[src/rtl/d_cache_data_sequencer.sv]
// Sequences the D-cache data array between single-beat CPU accesses, line refills from
// the refill stream, and line read-out into a 2-entry writeback FIFO.
module d_cache_data_sequencer #(
    parameter int unsigned BEAT_BITS = 3,
    parameter int unsigned ADDR_W    = 13
) (
    input  logic                            clk,
    input  logic                            reset,

    input  logic                            cpu_req_valid,
    output logic                            cpu_req_ready,
    input  logic [ADDR_W-1:0]               cpu_req_addr,
    input  logic                            cpu_req_write,
    input  logic [63:0]                     cpu_req_wdata,
    input  logic [7:0]                      cpu_req_wmask,
    output logic                            cpu_resp_valid,
    output logic [63:0]                     cpu_resp_data,

    input  logic                            refill_start,
    input  logic [ADDR_W-BEAT_BITS-4:0]     refill_line_addr,
    input  logic                            refill_valid,
    output logic                            refill_ready,
    input  logic [63:0]                     refill_data,

    input  logic                            wb_start,
    input  logic [ADDR_W-BEAT_BITS-4:0]     wb_line_addr,
    output logic                            wb_valid,
    input  logic                            wb_ready,
    output logic [63:0]                     wb_data,
    output logic                            wb_last,

    output logic                            busy,

    output logic                            io_req_valid,
    output logic [ADDR_W-1:0]               io_req_bits_addr,
    output logic                            io_req_bits_write,
    output logic [63:0]                     io_req_bits_wdata,
    output logic [7:0]                      io_req_bits_wmask,
    output logic                            io_req_bits_way_en,
    input  logic [63:0]                     io_resp_0
);

    localparam int unsigned LINE_W = ADDR_W - BEAT_BITS - 3;
    localparam logic [BEAT_BITS-1:0] LAST_BEAT = '1;

    localparam logic [1:0] IDLE     = 2'd0;
    localparam logic [1:0] REFILL   = 2'd1;
    localparam logic [1:0] WB_READ  = 2'd2;
    localparam logic [1:0] WB_DRAIN = 2'd3;

    logic [1:0]           stateQ, stateD;
    logic [LINE_W-1:0]    lineAddrQ;
    logic [BEAT_BITS-1:0] beatCntQ;
    logic [BEAT_BITS-1:0] rdCntQ;
    logic [BEAT_BITS-1:0] popCntQ;
    logic                 inflightQ;
    logic                 respPendingQ;
    logic [63:0]          fifoMem [2];
    logic                 wrPtrQ, rdPtrQ;
    logic [1:0]           fifoCntQ;

    logic                 idle;
    logic                 cpuFire;
    logic                 refillFire;
    logic                 wbIssue;
    logic                 wbPop;
    logic [1:0]           outstanding;

    assign idle          = (stateQ == IDLE);
    assign busy          = !idle;
    assign cpu_req_ready = !reset && idle && !wb_start && !refill_start;
    assign cpuFire       = cpu_req_valid && cpu_req_ready;
    assign refill_ready  = !reset && (stateQ == REFILL);
    assign refillFire    = refill_valid && refill_ready;

    // Throttle reads so buffered plus in-flight beats never exceed the FIFO depth.
    assign outstanding   = fifoCntQ + {1'b0, inflightQ};
    assign wbIssue       = !reset && (stateQ == WB_READ) && (outstanding < 2'd2);

    assign wb_valid      = !reset && (fifoCntQ != 2'd0);
    assign wb_data       = fifoMem[rdPtrQ];
    assign wb_last       = wb_valid && (popCntQ == LAST_BEAT);
    assign wbPop         = wb_valid && wb_ready;

    assign cpu_resp_valid     = respPendingQ;
    assign cpu_resp_data      = io_resp_0;
    assign io_req_bits_way_en = 1'b1;

    always_comb begin
        io_req_valid      = 1'b0;
        io_req_bits_addr  = '0;
        io_req_bits_write = 1'b0;
        io_req_bits_wdata = '0;
        io_req_bits_wmask = '0;
        if (cpuFire) begin
            io_req_valid      = 1'b1;
            io_req_bits_addr  = cpu_req_addr;
            io_req_bits_write = cpu_req_write;
            io_req_bits_wdata = cpu_req_wdata;
            io_req_bits_wmask = cpu_req_wmask;
        end else if (refillFire) begin
            io_req_valid      = 1'b1;
            io_req_bits_addr  = {lineAddrQ, beatCntQ, 3'b000};
            io_req_bits_write = 1'b1;
            io_req_bits_wdata = refill_data;
            io_req_bits_wmask = 8'hFF;
        end else if (wbIssue) begin
            io_req_valid      = 1'b1;
            io_req_bits_addr  = {lineAddrQ, rdCntQ, 3'b000};
        end
    end

    always_comb begin
        stateD = stateQ;
        unique case (stateQ)
            IDLE: begin
                if (wb_start) begin
                    stateD = WB_READ;
                end else if (refill_start) begin
                    stateD = REFILL;
                end
            end
            REFILL: begin
                if (refillFire && (beatCntQ == LAST_BEAT)) begin
                    stateD = IDLE;
                end
            end
            WB_READ: begin
                if (wbIssue && (rdCntQ == LAST_BEAT)) begin
                    stateD = WB_DRAIN;
                end
            end
            WB_DRAIN: begin
                if (wbPop && wb_last) begin
                    stateD = IDLE;
                end
            end
            default: stateD = IDLE;
        endcase
    end

    always_ff @(posedge clk) begin
        if (reset) begin
            stateQ       <= IDLE;
            lineAddrQ    <= '0;
            beatCntQ     <= '0;
            rdCntQ       <= '0;
            popCntQ      <= '0;
            inflightQ    <= 1'b0;
            respPendingQ <= 1'b0;
            wrPtrQ       <= 1'b0;
            rdPtrQ       <= 1'b0;
            fifoCntQ     <= 2'd0;
        end else begin
            stateQ       <= stateD;
            inflightQ    <= wbIssue;
            respPendingQ <= cpuFire && !cpu_req_write;
            if (idle) begin
                if (wb_start) begin
                    lineAddrQ <= wb_line_addr;
                end else if (refill_start) begin
                    lineAddrQ <= refill_line_addr;
                end
            end
            if (refillFire) begin
                beatCntQ <= beatCntQ + 1'b1;
            end
            if (wbIssue) begin
                rdCntQ <= rdCntQ + 1'b1;
            end
            if (wbPop) begin
                popCntQ <= popCntQ + 1'b1;
                rdPtrQ  <= !rdPtrQ;
            end
            // Read data arrives the cycle after issue, which is when inflightQ is set.
            if (inflightQ) begin
                wrPtrQ <= !wrPtrQ;
            end
            if (inflightQ && !wbPop) begin
                fifoCntQ <= fifoCntQ + 2'd1;
            end else if (!inflightQ && wbPop) begin
                fifoCntQ <= fifoCntQ - 2'd1;
            end
        end
    end

    always_ff @(posedge clk) begin
        if (inflightQ) begin
            fifoMem[wrPtrQ] <= io_resp_0;
        end
    end

endmodule

[config.mk]
export PLATFORM = sky130hd
export DESIGN_NAME = d_cache_data_sequencer
export DESIGN_NICKNAME = d
export VERILOG_FILES = /design/src/rtl/d_cache_data_sequencer.sv
export SDC_FILE = /design/constraint.sdc
export NUM_CORES = 1
export LEC_CHECK = 0
export CELL_PAD_IN_SITES_DETAIL_PLACEMENT = 0
export CELL_PAD_IN_SITES_GLOBAL_PLACEMENT = 1
export CORE_AREA = 8 8 171 173
export CTS_CLUSTER_DIAMETER = 200
export DETAILED_ROUTE_END_ITERATION = 10
export DIE_AREA = 0 0 179 181
export PLACE_DENSITY_LB_ADDON = 0.1
export SETUP_SLACK_MARGIN = 0.15
export SLEW_MARGIN = 20
export SYNTH_ARGS = -nofsm -noshare
export SYNTH_HDL_FRONTEND = slang
export SYNTH_SLANG_ARGS = --single-unit
[constraint.sdc]
create_clock -name clk -period 5.75 [get_ports clk]
set_input_delay 0.8625 -clock clk [delete_from_list [all_inputs] [get_ports clk]]
set_output_delay 0.8625 -clock clk [all_outputs]
set_load 0.03 [all_outputs]
==> results of run 1 <==
==> power by group <==
part           internal, uW  leakage [uW]  switching, uW  total, uW
clock network           737      0.000315            454       1190
registers              1250       0.00137           38.2       1290
logic                   376       0.00267            377        754
==> worst max-delay path: stages <==
cell             delay [ns]
clkdlybuf4s50_1        0.68
or4_1                  0.66
nor3b_4                0.24
buf_12                 0.34
a22o_1                 0.30
clkdlybuf4s50_1        0.73
==> flip-flops by register name (all words and copies together) (netlist names), named ones only <==
name            flops
lineAddrQ           7
beatCntQ            3
stateQ              2
inflightQ           1
rdCntQ              3
wrPtrQ              1
fifoCntQ            2
popCntQ             3
cpu_resp_valid      1
fifoMem           128
rdPtrQ              1
==> worst max-delay path by stage <==
stage               depth (start not counted)  slack (ns)               endpoint
finish                                      6        1.02  io_req_bits_wdata[20]
global route                                7        0.86    io_req_bits_addr[3]
CTS                                         6        0.99  io_req_bits_wdata[20]
detailed placement                          6        1.02  io_req_bits_wdata[20]
global placement                            6        1.07  io_req_bits_wdata[20]
floorplan                                   1        1.99          fifoMem[0][0]
==> layout make-up <==
class | instances | share of cell area (%)
antenna | 7 | 0.144
clock buffer | 17 | 3.49
clock inverter | 15 | 1.76
inverter | 5 | 0.154
multi-input combinational | 243 | 17.3
sequential | 153 | 35.7
tap | 341 | 3.50
timing repair buffer | 460 | 37.9
==> cell families (layout without fill, tap and decap cells) <==
group / after synthesis / in the layout / synth area share, %
DFF: 153 / 153 / 61.1
AOI/OAI and AO/OA: 105 / 105 / 12.4
buffers and inverters: 103 / 497 / 9.50
muxes: 71 / 71 / 11.1
and+or+nand+nor: 52 / 52 / 3.76
adders and majority gates: 7 / 7 / 1.23
xor gates and xnor gates: 7 / 7 / 0.862
other: 1 / 8 / 0.0527
==> synthesized netlist by cell type (all sizes together) (2+ instances only) <==
library cell,instances
ha,7
mux2,64
or3,2
nor2b,2
xnor2,3
clkbuf,11
mux2i,7
inv,5
nand3b,2
nand3,3
a222oi,2
nand2b,6
nor2,18
a211oi,8
nor3b,2
a21oi,3
edfxtp,128
and2,5
buf,87
dfxtp,25
a21o,10
a22o,71
o21ai,6
xor2,4
or2,2
nand2,8
==> stage by stage <==
step / total power [uW] / instance area, sq um
3_3_place_gp: 2070 / 11500
3_5_place_dp: 2080 / 11500
4_1_cts: 3280 / 12200
6_report: 3230 / 12200
5_1_grt: 3360 / 12200
2_1_floorplan: 1690 / 7110
==> per-layer routing <==
layer | vias up | track usage, %
li1 | 2617 | -
met1 | 2719 | 17.3
met2 | 274 | 34.0
met3 | 26 | 6.69
met4 | 0 | 7.31
met5 | - | 0
==> metrics.cfg, run 1 <==
[hold_path]
hold_end=popCntQ[1]
worstHoldPathCells=2
holdCritPathClass=reg -> reg
hold_path_startpoint=popCntQ[1]

[die]
ios=457
die_x_um=179
initial_core_util_pct=26.8
core_area_sq_um=26500
die_area_sq_um=32400
rows=60
dieHeight_um=181

[finish]
area_delta_synth_final_pct=71.3
final_common_cell=clkdlybuf4s50_1
nFillCells=2386
nNetsFinal=1122
final_util_pct=46.0
ff_latch_area_sq_um=4350
fin_cells=1241
multi_input_area_sq_um=2110
final_cell_mix=clkdlybuf4s50_1 (455), edfxtp_1 (128), a22o_1 (71), mux2_2 (64), dfxtp_1 (24)
drive_gt1_share_pct=12.3

[drt]
drt-total-wl_um=30400
wl_met2_um=16900
drcViolationCount=0
via_count=5636
first_pass_iters=4
postRouteAntennaNets=0
drt_iter0_drc=216
wl_met3_um=2770
routedWlPerCell_um=24.5
wl_met1_um=10100
vias_per_cell=4.54
top_layer=met4

[logic_synthesis]
async_flop_share_pct=0
syn_area_sq_um=7110
synth_fp_nets=741
synth_edf_count=128
synth_top_flop_cell=edfxtp_1
ys_types=37
yosys.area.top_type=edfxtp_1
netlist_instances=499
synth.avg_cell_area_sq_um=14.3
synth_seq_cells=153
synth.yosys.seq_area_share_pct=61.1
synthTopCellsByArea=edfxtp_1 (54%), mux2_2 (10%), a22o_1 (8.7%)
synth.top_cell.area_share_pct=54.0
synth_warnings=0

[sta]
fin_ws_ns=1.02
worst_clock_skew_ns=0.00739
final_hold_viol_count=0
tightest_slew_ns=1.00
setup_viol=0
drv_slew=0
slew_headroom_pct=32.9
hold_ws_ns=0.478
fin_crit_sh_pct=82.3
fin_setup_tns_ns=0
min_period_ns=4.73
rsz0062_at_grt=no
fmax_mhz=211

[placement]
dp.final_hpwl_um=24500
port_buffers=455
dpl.cell_count=1202
gp_congestion=0.869
dp_slack_ns=1.02

[power_and_ir_drop]
ir_worst_vdd_mv=0.221
p_per_area_nw_per_um2=266
p_leak_uw=0.00435

[critical_path]
r2r_setup_slack_ns=3.54
r2r_end=fifoMem[0][45]
arrival_ns=3.87
critPathRequiredTime_ns=4.89
r2r-start=inflightQ
worstSetupStartpoint=wb_start
critical_path_class=in -> out
r2r_cells=2
cp-start-kind=input pin
worst-path-max-fanout=89
critPathCaptureType=primary output

[clocking]
ctsRootBufferMaster=clkbuf_16
clockBufferDepth=2
clk_pin_slew_worst_paths_ns=0.06
clock_latency_ns=0.42
cts_tree=yes
cts_resized=0
htreeDepth=4
cts_made_buffers=17
cts_num_sinks=153
cts_setup_buffers=0
cts_hold_buffers=0

[global_routing]
antenna_found_initial=8
grt_pass1_vias=6116
grt_overflow=0
grt_max_degree=90
grt_pass1_wl_um=42400
grt_usage_pct=18.1

[outcome]
outcome=finished clean

[run]
maxCapViolCount=0

No activity file was read; power rests on OpenSTA's default activity.
==> run 2: changes to the inputs <==
--- a/config.mk
+++ b/config.mk
@@ -7,10 +7,10 @@
 export LEC_CHECK = 0
 export CELL_PAD_IN_SITES_DETAIL_PLACEMENT = 0
 export CELL_PAD_IN_SITES_GLOBAL_PLACEMENT = 1
-export CORE_AREA = 8 8 171 173
+export CORE_MARGIN = 8
+export CORE_UTILIZATION = 25
 export CTS_CLUSTER_DIAMETER = 200
 export DETAILED_ROUTE_END_ITERATION = 10
-export DIE_AREA = 0 0 179 181
 export PLACE_DENSITY_LB_ADDON = 0.1
 export SETUP_SLACK_MARGIN = 0.15
 export SLEW_MARGIN = 20
==> constraint.sdc (replaced) <==
create_clock -name clk -period 3.9 [get_ports clk]
set_input_delay 0.585 -clock clk [delete_from_list [all_inputs] [get_ports clk]]
set_output_delay 0.585 -clock clk [all_outputs]
set_load 0.03 [all_outputs]
==> metrics.cfg, run 2 (same netlist as run 1, synthesis figures left out) <==
[run]
maxCapViolCount=0  ; unchanged

[finish]
final_common_cell=clkdlybuf4s50_1  ; unchanged
final_util_pct=43.8  ; was 46.0%
nFillCells=2635  ; was 2386
final_cell_mix=clkdlybuf4s50_1 (368), edfxtp_1 (128), buf_4 (74), a22o_1 (71), mux2_2 (64)  ; was clkdlybuf4s50_1 (455), edfxtp_1 (128), a22o_1 (71), mux2_2 (64), dfxtp_1 (24)
largest-register=fifoMem  ; unchanged
fin_cells=1277  ; was 1241
reg_top3=fifoMem x128, lineAddrQ x7  ; unchanged
largest_reg_flops=128  ; unchanged
drive_gt1_share_pct=22.4  ; was 12.3%
area_delta_synth_final_pct=71.9  ; was 71.3%
nNetsFinal=1127  ; was 1122

[global_routing]
grt_overflow=0  ; unchanged
grt_pass1_wl_um=38800  ; was 42400 um
grt_usage_pct=15.4  ; was 18.1%
grt_pass1_vias=6080  ; was 6116
antenna_found_initial=0  ; was 8
grt_max_degree=77  ; was 90

[hold_path]
holdCritPathClass=reg -> reg  ; unchanged
hold_path_startpoint=popCntQ[2]  ; was popCntQ[1]
worstHoldPathCells=2  ; unchanged
hold_end=popCntQ[2]  ; was popCntQ[1]

[critical_path]
critical_path_class=in -> out  ; unchanged
arrival_ns=2.73  ; was 3.87 ns
r2r_cells=4  ; was 2
critPathCaptureType=primary output  ; unchanged
r2r_end=cpu_resp_valid  ; was fifoMem[0][45]
critPathRequiredTime_ns=3.31  ; was 4.89 ns
r2r-start=stateQ[1]  ; was inflightQ
r2r_setup_slack_ns=1.95  ; was 3.54 ns
cp-start-kind=input pin  ; unchanged
worst-path-max-fanout=66  ; was 89

[drt]
postRouteAntennaNets=0  ; unchanged
wl_met2_um=13900  ; was 16900 um
via_count=5651  ; was 5636
top_layer=met4  ; unchanged
vias_per_cell=4.43  ; was 4.54
drcViolationCount=0  ; unchanged
first_pass_iters=4  ; unchanged
wl_met1_um=10100  ; about the same
routedWlPerCell_um=21.8  ; was 24.5 um
drt-total-wl_um=27800  ; was 30400 um
drt_iter0_drc=224  ; was 216
wl_met3_um=3220  ; was 2770 um

[die]
dieHeight_um=185  ; was 181 um
initial_core_util_pct=25.5  ; was 26.8%
core_area_sq_um=27900  ; was 26500 sq um
rows=61  ; was 60
die_x_um=185  ; was 179 um
die_area_sq_um=34100  ; was 32400 sq um
ios=457  ; unchanged

[power_and_ir_drop]
ir_worst_vdd_mv=0.269  ; was 0.221 mV
power_frac_seq_pct=41.4  ; was 39.9%
p_leak_uw=0.00455  ; was 0.00435 uW
clockPowerShare_pct=34.1  ; was 36.8%
p_switching_uw=1290  ; was 869 uW
pwr-share-comb_pct=24.5  ; was 23.3%
p_per_area_nw_per_um2=376  ; was 266 nW/um^2
switching_share_pct=28.1  ; was 26.9%
intPower_uw=3300  ; was 2370 uW

[sta]
worst_clock_skew_ns=0.00706  ; was 0.00739 ns
rsz0062_at_grt=no  ; unchanged
fin_setup_tns_ns=0  ; unchanged
fin_ws_ns=0.585  ; was 1.02 ns
tightest_slew_ns=0.940  ; was 1.00 ns
fin_crit_sh_pct=85.0
hold_ws_ns=0.486  ; was 0.478 ns
slew_headroom_pct=37.1  ; was 32.9%
drv_slew=0  ; unchanged
final_hold_viol_count=0  ; unchanged
setup_viol=0  ; unchanged
min_period_ns=3.32
fmax_mhz=302

[placement]
port_buffers=455  ; unchanged
dp.final_hpwl_um=22200  ; was 24500 um
dpl.cell_count=1244  ; was 1202
dp_slack_ns=0.611  ; was 1.02 ns
gp_congestion=0.977  ; was 0.869

[clocking]
htreeDepth=4  ; unchanged
clockBufferDepth=2  ; unchanged
cts_tree=yes  ; unchanged
cts_resized=0  ; unchanged
cts_made_buffers=17  ; unchanged
clock_latency_ns=0.41  ; was 0.42 ns
cts_num_sinks=153  ; unchanged
ctsRootBufferMaster=clkbuf_16  ; unchanged
clk_pin_slew_worst_paths_ns=0.07  ; was 0.06 ns
cts_hold_buffers=0  ; unchanged
cts_setup_buffers=0  ; unchanged

[outcome]
outcome=finished clean  ; unchanged

[run 2: cell count changes in the layout (fill, tap and decap cells not counted), moves of 3 or more]
cell / before / now
buf_12: 2 / 23
buf_4: 3 / 74
bufinv_16: 4 / 1
clkdlybuf4s50_1: 455 / 368
clkinvlp_4: 0 / 5
diode_2: 7 / 1
[run 2: power groups by stage]
stage | clock network [uW] | registers [uW] | logic (uW)
4_1_cts | 1610 | 1900 | 1140
2_1_floorplan | 0 | 1900 | 582
5_1_grt | 1680 | 1910 | 1180
3_5_place_dp | 0 | 1940 | 1130
6_report | 1570 | 1900 | 1130
3_3_place_gp | 0 | 1940 | 1130
[run 2: final cells by class]
| type | count | area [sq um] | share of cell area, % |
|---|---|---|---|
| diodes | 1 | 2.50 | 0.0205 |
| clock inverters | 14 | 138 | 1.13 |
| well taps | 378 | 473 | 3.87 |
| clock buffers | 18 | 429 | 3.51 |
| repair buffers | 465 | 4700 | 38.5 |
| flip-flops and latches | 153 | 4350 | 35.6 |
| multi-input cells | 243 | 2110 | 17.3 |
| inverters | 5 | 18.8 | 0.154 |
[run 2: critical path: stages]
cell and delay [ns]:
clkdlybuf4s50_1 0.44, or4_1 0.55, nor3b_4 0.39, buf_12 0.32, a22o_1 0.26, buf_12 0.14
[run 2: per-stage QoR]
step	total power [uW]	area, sq um
6_report	4600	12200
5_1_grt	4780	12200
4_1_cts	4660	12200
3_5_place_dp	3070	11700
3_3_place_gp	3070	11700
2_1_floorplan	2490	7110
[run 2: worst max-delay path by stage]
stage | startpoint | to | slack [ns] | cells after the start
detailed placement | wb_start | io_req_bits_wdata[28] | 0.61 | 6
global route | wb_start | io_req_bits_wdata[12] | 0.44 | 6
floorplan | wb_start | io_req_bits_addr[3] | 1.26 | 6
finish | wb_start | io_req_bits_wdata[12] | 0.58 | 6
CTS | wb_start | io_req_bits_wdata[6] | 0.60 | 6
global placement | wb_start | io_req_bits_wdata[63] | 0.62 | 6
[run 2: metal layers]
metal | track usage (%) | up-vias
li1 | - | 2613
met1 | 16.3 | 2714
met2 | 26.7 | 292
met3 | 7.38 | 32
met4 | 4.80 | 0
met5 | 0 | -
==> run 3: changes to the inputs <==
--- a/config.mk
+++ b/config.mk
@@ -7,10 +7,11 @@
 export LEC_CHECK = 0
 export CELL_PAD_IN_SITES_DETAIL_PLACEMENT = 0
 export CELL_PAD_IN_SITES_GLOBAL_PLACEMENT = 1
-export CORE_MARGIN = 8
-export CORE_UTILIZATION = 25
+export CORE_AREA = 8 8 171 173
 export CTS_CLUSTER_DIAMETER = 200
 export DETAILED_ROUTE_END_ITERATION = 10
+export DIE_AREA = 0 0 179 181
+export DONT_BUFFER_PORTS = 1
 export PLACE_DENSITY_LB_ADDON = 0.1
 export SETUP_SLACK_MARGIN = 0.15
 export SLEW_MARGIN = 20
==> metrics.cfg, run 3 (same netlist as run 1, synthesis figures left out) <==
[outcome]
outcome=finished clean  ; unchanged

[power_and_ir_drop]
switching_share_pct=27.8  ; was 28.1%
p_leak_uw=0.00261  ; was 0.00455 uW
ir_worst_vdd_mv=0.221  ; was 0.269 mV
pwr-share-comb_pct=12.2  ; was 24.5%
p_switching_uw=1140  ; was 1290 uW
clockPowerShare_pct=41.3  ; was 34.1%
p_per_area_nw_per_um2=537  ; was 376 nW/um^2
power_frac_seq_pct=46.5  ; was 41.4%
intPower_uw=2960  ; was 3300 uW

[die]
dieHeight_um=181  ; was 185 um
initial_core_util_pct=26.8  ; was 25.5%
rows=60  ; was 61
ios=457  ; unchanged
die_x_um=179  ; was 185 um
die_area_sq_um=32400  ; was 34100 sq um
core_area_sq_um=26500  ; was 27900 sq um

[critical_path]
critPathRequiredTime_ns=3.31  ; about the same
worst-path-max-fanout=77  ; was 66
arrival_ns=2.75  ; was 2.73 ns
critical_path_class=reg -> out  ; was in -> out
critPathCaptureType=primary output  ; unchanged
cp-start-kind=register  ; was input pin

[sta]
hold_ws_ns=0.235  ; was 0.486 ns
tightest_slew_ns=0.941  ; was 0.940 ns
drv_slew=0  ; unchanged
slew_headroom_pct=37.0  ; was 37.1%
fin_setup_tns_ns=0  ; unchanged
rsz0062_at_grt=no  ; unchanged
setup_viol=0  ; unchanged
fin_crit_sh_pct=85.5  ; was 85.0%
fin_ws_ns=0.566  ; was 0.585 ns
final_hold_viol_count=0  ; unchanged
worst_clock_skew_ns=0.0107  ; was 0.00706 ns
fmax_mhz=300  ; was 302 MHz
min_period_ns=3.33  ; was 3.32 ns

[clocking]
ctsRootBufferMaster=clkbuf_16  ; unchanged
clk_pin_slew_worst_paths_ns=0.07  ; about the same
cts_hold_buffers=0  ; unchanged
cts_made_buffers=17  ; unchanged
cts_num_sinks=153  ; unchanged
cts_tree=yes  ; unchanged
cts_setup_buffers=0  ; unchanged
clock_latency_ns=0.42  ; was 0.41 ns
clockBufferDepth=2  ; unchanged
cts_resized=0  ; unchanged
htreeDepth=4  ; unchanged

[drt]
via_count=3917  ; was 5651
drcViolationCount=0  ; unchanged
drt_iter0_drc=219  ; was 224
postRouteAntennaNets=0  ; unchanged
first_pass_iters=6  ; was 4
drt-total-wl_um=23000  ; was 27800 um
routedWlPerCell_um=29.2  ; was 21.8 um
vias_per_cell=4.96  ; was 4.43

[placement]
dpl.cell_count=750  ; was 1244
dp_slack_ns=0.871  ; was 0.611 ns
dpl_cell_area_sq_um=6990  ; was 11700 sq um
gp_congestion=0.880  ; was 0.977
dp.final_hpwl_um=17900  ; was 22200 um
port_buffers=0  ; was 455

[finish]
largest-register=fifoMem  ; unchanged
drive_gt1_share_pct=25.6  ; was 22.4%
reg_top3=fifoMem x128, lineAddrQ x7  ; unchanged
final_cell_mix=edfxtp_1 (128), a22o_1 (71), mux2_2 (64), dfxtp_1 (24), nor2_1 (18)  ; was clkdlybuf4s50_1 (368), edfxtp_1 (128), buf_4 (74), a22o_1 (71), mux2_2 (64)
nNetsFinal=670  ; was 1127
fin_cells=789  ; was 1277
largest_reg_flops=128  ; unchanged
final_common_cell=edfxtp_1  ; was clkdlybuf4s50_1
area_delta_synth_final_pct=7.11  ; was 71.9%
stdcell_area_sq_um=7620  ; was 12200 sq um

[hold_path]
holdCritPathClass=in -> reg  ; was reg -> reg

[global_routing]
grt_max_degree=78  ; was 77
grt_usage_pct=13.6  ; was 15.4%
grt_overflow=0  ; unchanged
grt_pass1_wl_um=31700  ; was 38800 um
grt_pass1_vias=4152  ; was 6080
antenna_found_initial=6  ; was 0

[run]
maxCapViolCount=0  ; unchanged

run 3: changes by cell type in the layout (fill, tap and decap cells not counted), moves of 2 or more:
cell,before,now
buf_12,23,2
clkinvlp_4,5,1
buf_4,74,6
clkdlybuf4s50_1,368,0
clkinv_4,1,3
diode_2,1,7
run 3: final timing paths:
kind / start / endpoint / slack (ns) / cells past startpoint
setup / recovery: stateQ[1] / io_req_bits_wdata[4] / 0.57 / 4
hold / removal: cpu_req_write / cpu_resp_valid / 0.23 / 1
setup reg to reg: stateQ[1] / cpu_resp_valid / 1.75 / 4
hold reg to reg: popCntQ[1] / popCntQ[1] / 0.49 / 2
run 3: per-layer routing:
metal  track usage, %  vias up  share of wire [%]
met2             24.4      284                 54
met1             13.7     1912                 34
met3             5.05       21                9.3
met4             6.19        0                3.0
li1                 -     1700                  -
met5                0        -                  0
run 3: per-stage QoR:
| stage | total power, uW | util [%] |
|---|---|---|
| after floorplan | 2490 | - |
| after global routing | 4270 | 28.7 |
| after CTS | 4170 | 28.7 |
| after global placement | 2450 | 26.4 |
| final | 4090 | 28.7 |
| after detailed placement | 2450 | 26.4 |
run 3: area by class of cell:
| cell class | count | area (sq um) |
|---|---|---|
| antenna | 7 | 17.5 |
| clock buffer | 17 | 425 |
| clock inverter | 15 | 183 |
| fill | 2681 | 18900 |
| inverter | 5 | 18.8 |
| multi-input combinational | 243 | 2110 |
| sequential | 153 | 4350 |
| tap | 341 | 427 |
| timing repair buffer | 8 | 85.1 |
run 3: power groups by stage:
stage / registers (uW) / clock network (uW) / logic (uW)
final: 1900 / 1690 / 499
after global routing: 1910 / 1830 / 526
after CTS: 1910 / 1750 / 510
after detailed placement: 1940 / 0 / 508
after global placement: 1940 / 0 / 507
after floorplan: 1900 / 0 / 582
run 3: critical path: stages (launching register included):
cell	delay, ns
dfxtp_1	0.37
or4_1	0.62
nor3b_4	0.54
buf_12	0.34
a22o_1	0.40
